<file path="config.mk">
export PLATFORM = sky130hd
export DESIGN_NAME = fifo_stream_gen
export DESIGN_NICKNAME = d
export VERILOG_FILES = /design/src/rtl/fifo_stream_gen.sv
export SDC_FILE = /design/constraint.sdc
export NUM_CORES = 1
export LEC_CHECK = 0
export ABC_AREA = 1
export BUFFER_PORTS_ARGS = -buffer_cell sky130_fd_sc_hd__buf_2
export CORE_ASPECT_RATIO = 0.7
export CORE_MARGIN = 1.5
export CORE_UTILIZATION = 52
export DETAILED_ROUTE_END_ITERATION = 10
export GPL_TIMING_DRIVEN = 0
export PLACE_DENSITY = 0.76
export SKIP_CTS_REPAIR_TIMING = 1
export SYNTH_ARGS = -nofsm -noshare
export SYNTH_HDL_FRONTEND = slang
export SYNTH_SLANG_ARGS = --single-unit
</file>
<file path="constraint.sdc">
create_clock -name PCLK -period 2.5 [get_ports PCLK]
set_clock_uncertainty 0.05 [all_clocks]
set_input_delay 0.375 -clock PCLK [delete_from_list [all_inputs] [get_ports PCLK]]
set_output_delay 0.375 -clock PCLK [all_outputs]
set_load 0.02 [all_outputs]
</file>
<file path="src/rtl/fifo_stream_gen.sv">
// ============================================================================
// Module   : fifo_stream_gen
// Brief    : FX3 slave-FIFO write master streaming selectable test patterns.
// Revision : 1.0 - initial release
// ============================================================================
`default_nettype none

module fifo_stream_gen #(
    parameter int DATA_W    = 32,
    parameter int BURST_LEN = 1024,
    parameter int CNT_W     = 32,
    parameter int LED_W     = 8
) (
    input  logic                             PCLK,
    input  logic                             RESET_n,
    input  logic                             EN,
    input  logic [1:0]                       MODE,
    input  logic                             FULL_n,
    output logic                             WR_n,
    output logic                             PKTEND_n,
    output logic [DATA_W-1:0]                DQ,
    output logic [LED_W-1:0]                 LED,
    output logic [$clog2(BURST_LEN+1)-1:0]   BURST_CNT
);

    localparam int             BC_W   = $clog2(BURST_LEN + 1);
    localparam logic [BC_W-1:0] C_LAST = BC_W'(BURST_LEN - 1);

    typedef enum logic [1:0] {
        S_IDLE     = 2'd0,
        S_WAIT_RDY = 2'd1,
        S_WRITE    = 2'd2,
        S_PKTEND   = 2'd3
    } state_t;

    state_t              r_state;
    logic [1:0]          r_mode;
    logic [DATA_W-1:0]   r_pat;
    logic [BC_W-1:0]     r_burst_cnt;
    logic [CNT_W-1:0]    r_tot;
    logic                r_wr_n;
    logic                r_pktend_n;

    logic [DATA_W-1:0]   w_alt_seed;
    logic [DATA_W-1:0]   w_seed;
    logic [DATA_W-1:0]   w_pat_next;

    // Alternating seed: odd bit positions set (0xAA.. pattern)
    for (genvar gi = 0; gi < DATA_W; gi++) begin : g_alt_seed
        assign w_alt_seed[gi] = 1'(gi % 2);
    end

    always_comb begin
        w_seed = '0;
        case (MODE)
            2'd0:    w_seed = '0;
            2'd1:    w_seed = '1;
            2'd2:    w_seed = DATA_W'(1);
            default: w_seed = w_alt_seed;
        endcase
    end

    always_comb begin
        w_pat_next = r_pat;
        case (r_mode)
            2'd0:    w_pat_next = r_pat + DATA_W'(1);
            2'd1:    w_pat_next = r_pat - DATA_W'(1);
            2'd2:    w_pat_next = {r_pat[DATA_W-2:0], r_pat[DATA_W-1]};
            default: w_pat_next = ~r_pat;
        endcase
    end

    // All state launches on the falling edge so the FX3 gets half a cycle of setup
    always_ff @(negedge PCLK) begin
        if (!RESET_n) begin
            r_state     <= S_IDLE;
            r_mode      <= 2'd0;
            r_pat       <= '0;
            r_burst_cnt <= '0;
            r_tot       <= '0;
            r_wr_n      <= 1'b1;
            r_pktend_n  <= 1'b1;
        end else begin
            // A low strobe during the elapsed cycle means the FX3 took a word
            if (!r_wr_n) begin
                r_pat <= w_pat_next;
                r_tot <= r_tot + CNT_W'(1);
            end
            case (r_state)
                S_IDLE: begin
                    if (EN) begin
                        r_state <= S_WAIT_RDY;
                        r_mode  <= MODE;
                        r_pat   <= w_seed;
                    end
                end
                S_WAIT_RDY: begin
                    if (!EN) begin
                        if (r_burst_cnt != '0) begin
                            r_state    <= S_PKTEND;
                            r_pktend_n <= 1'b0;
                        end else begin
                            r_state <= S_IDLE;
                        end
                    end else if (FULL_n) begin
                        r_state <= S_WRITE;
                        r_wr_n  <= 1'b0;
                    end
                end
                S_WRITE: begin
                    if (r_burst_cnt == C_LAST) begin
                        // Full buffer commits by itself on the FX3 side
                        r_wr_n      <= 1'b1;
                        r_burst_cnt <= '0;
                        r_state     <= S_WAIT_RDY;
                    end else begin
                        r_burst_cnt <= r_burst_cnt + BC_W'(1);
                        if (!EN) begin
                            r_wr_n     <= 1'b1;
                            r_pktend_n <= 1'b0;
                            r_state    <= S_PKTEND;
                        end else if (!FULL_n) begin
                            r_wr_n  <= 1'b1;
                            r_state <= S_WAIT_RDY;
                        end
                    end
                end
                default: begin
                    r_pktend_n  <= 1'b1;
                    r_burst_cnt <= '0;
                    r_state     <= S_IDLE;
                end
            endcase
        end
    end

    assign WR_n      = r_wr_n;
    assign PKTEND_n  = r_pktend_n;
    assign DQ        = r_pat;
    assign BURST_CNT = r_burst_cnt;
    assign LED       = ~r_tot[CNT_W-1 -: LED_W];

endmodule

`default_nettype wire

</file>
==> out/summary.md <==
The flow ran to the end, but the final reports show violations. The checks that failed: negative setup slack. Among all flip-flop cells after synthesis, the most frequent one is sky130_fd_sc_hd__dfxtp_1.

The growth of design area from synthesis to finish works out to 32.4%. Slack of the critical path: -0.118 ns. The share of synthesized area occupied by flip-flops and latches is 24.4%. For the number of setup violations in the final report, the log shows 53. Counting flops with a built-in enable in the synthesized netlist gives 0. Entering global routing, the biggest net connects 15 pins. The power consumption was 7.16 mW. Width of the die: 138 microns. For the worst flop-to-flop path, the logic depth is 20. The initial antenna violation count is 0, and the count of different cell masters after synthesis is 44. Setup repair after global routing could not meet its margin everywhere. The tools report the number of clock sinks as 81. The netlist area before placement is 0.00664 sq mm. The worst-case hold slack is 0.432 ns, and the async set or reset register ratio after synthesis is 0%. Per-cell routed wire length: 16.4 microns. In the post-synthesis netlist, the biggest area contributors are sky130_fd_sc_hd__dfxtp_1 (24%), sky130_fd_sc_hd__nand2_1 (19%), sky130_fd_sc_hd__inv_1 (10%). Summed over all layers, the global routing overflow is 0. For the max capacitance violation total, the log shows 0. The later pin in the worst-skew pair is clocked with a latency of 0.43 ns. Number of storage elements in the synthesis netlist: 81. STA classifies the critical path endpoint as a primary output. The setup path with the least slack is of type register to primary output. The initial utilization of the core area, before any placement, comes to 53.4%. In the routed layout, each cell is associated on average with a via count of 5.64. The cell count after synthesis came out at 1149. The placeable core area was 0.0124 sq mm. Area fraction of the dominant cell type after synthesis: 24.4%. Headroom to the max-slew limit came out at 49.3%.

The initialized floorplan defines 34 standard-cell rows. The count of final max-slew check failures came out at 0. Number of nets at the end of the flow: 1361. The area of the die was 0.0135 sq mm. The number of buffers created by CTS is 9, and the leakage power summed over all cells is 4.29 nW. The clock transition at the register clock pins on the worst setup and hold paths after CTS is 0.04 ns.

Buffers placed on the I/O ports in this run total 57. For this run, design rule violations remaining after detail routing come to 0. Detailed placement ended at an HPWL of 16900 microns. Global routing used 33.5% of the available tracks across all layers. For this run, the number of Yosys warnings is 0. In the final layout, the share of cells above drive strength 1 is 21.6%.

The longest clock path from root to sink contains 2 buffers. The detailed router finished its first iteration with 1145 violations. Ranked by instance count, the synthesized netlist is headed by sky130_fd_sc_hd__nand2_1 (344), sky130_fd_sc_hd__inv_1 (178), sky130_fd_sc_hd__nor2_1 (106), sky130_fd_sc_hd__nand3_1 (103), sky130_fd_sc_hd__dfxtp_1 (81). Data arrival time of the critical path: 2.19 ns. The mean instance size in the synthesized netlist works out to 5.78 sq um. From bottom edge to top edge, the die measures 97.5 microns.

For the pin with the worst max-slew slack, the measured transition is 0.761 ns. The cell count of the worst hold path was 1; the placer's final routability congestion estimate was 0.998. The final hold violation count was 0. Counting every net in the synthesized netlist gives 1165.

The tightest min-delay check is of the register to register type. The internal reg-to-reg setup slack is 0.11 ns. TritonCTS built the clock tree. Largest fanout on the critical path: 4.

Pin placement for this block handled 59 I/O pins. The worst setup path is launched from a register. The required time of the critical path is 2.08 ns, and the number of search-and-repair iterations in the first detailed-routing pass is 7. Before CTS, the worst setup slack after placement is -0.516 ns. The clock root buffer was sky130_fd_sc_hd__clkbuf_16. Across the VDD grid, the largest voltage drop is 544 uV. Cell with the most instances after synthesis: sky130_fd_sc_hd__nand2_1. The repair_antennas step left the layout with diodes totalling 0.

The total wire length is 24800 microns. The logs give 0 for the antenna violation net count after detailed routing and 36300 microns for the wire length of the first global-routing pass. For the count of vias placed by the detailed router, the log shows 8521. The via count of the first global-routing pass came out at 7328. CTS built an H-tree with a depth of 3. For this design the ratio of total power to cell area is 815 mW/mm^2. The biggest area contributor in the post-synthesis netlist is sky130_fd_sc_hd__dfxtp_1.
-- layer usage --
metal | vias to the layer above | track usage (%) | share of wire [%]
li1 | 4098 | - | -
met1 | 3859 | 46.9 | 44
met2 | 506 | 45.1 | 40
met3 | 58 | 13.9 | 13
met4 | 0 | 12.8 | 2.6
met5 | - | 0 | 0
-- worst max-delay path, cell delays in order, from the launching register on --
cell and delay (ns):
sky130_fd_sc_hd__dfxtp_4 0.35, sky130_fd_sc_hd__inv_4 0.07, sky130_fd_sc_hd__buf_6 0.11
-- cells in the final DEF, fill, tap and decap left out, types with 14 or more instances in the layout --
cell type	Yosys	routed
sky130_fd_sc_hd__nand2_1	344	334
sky130_fd_sc_hd__inv_1	178	249
sky130_fd_sc_hd__nor2_1	106	103
sky130_fd_sc_hd__nand3_1	103	99
sky130_fd_sc_hd__a21oi_1	67	65
sky130_fd_sc_hd__buf_6	6	59
sky130_fd_sc_hd__buf_4	3	51
sky130_fd_sc_hd__o21ai_0	51	49
sky130_fd_sc_hd__dfxtp_4	0	39
sky130_fd_sc_hd__nand2_2	26	33
sky130_fd_sc_hd__dfxtp_1	81	26
sky130_fd_sc_hd__dfxtp_2	0	16
sky130_fd_sc_hd__nand4_1	16	16
sky130_fd_sc_hd__xor2_1	15	15
sky130_fd_sc_hd__a41oi_1	14	14
-- final timing paths --
check,startpoint,to
hold reg to reg,r_tot[16],r_tot[16]
setup / recovery,r_tot[26],LED[2]
hold / removal,r_tot[16],r_tot[16]
setup reg to reg,r_mode[0],DQ[28]
-- logic make-up after synthesis --
logic type | Yosys count | synth area share (%)
flops | 81 | 24.4
xor+xnor | 17 | 2.36
compound gates | 177 | 15.8
fa+ha+maj | 10 | 1.89
simple gates | 643 | 42.0
buf+inv | 221 | 13.5
-- sequential cells by signal, indices dropped and copies added, names as in the netlist --
name and count:
DQ 32, r_tot 32, BURST_CNT 11, r_mode 2
r_state 2, PKTEND_n 1, WR_n 1
-- layout make-up --
cell class,count,area [sq um]
inverters,184,708
clock buffers,9,225
well taps,162,203
flip-flops and latches,81,1790
repair buffers,105,980
clock inverters,87,378
fillers,1107,3640
multi-input cells,847,4270
plain buffers,36,230
-- stage by stage --
stage          setup TNS, ns  cells  area [sq um]  utilization, %
3_5_place_dp          -18.08   1368          7200            58.0
6_report               -2.74   1511          8780            70.7
4_1_cts               -10.86   1463          7800            62.8
2_1_floorplan          -1.03   1149          6720               -
3_3_place_gp          -17.55   1368          7200            58.0
5_1_grt                -3.74   1511          8780            70.7
-- power by group --
part | internal, mW | switching [mW]
clock network | 0.959 | 1.01
logic | 1.23 | 2.29
registers | 1.50 | 0.174
total | 3.69 | 3.46
Power figures use the tool's default switching activity.
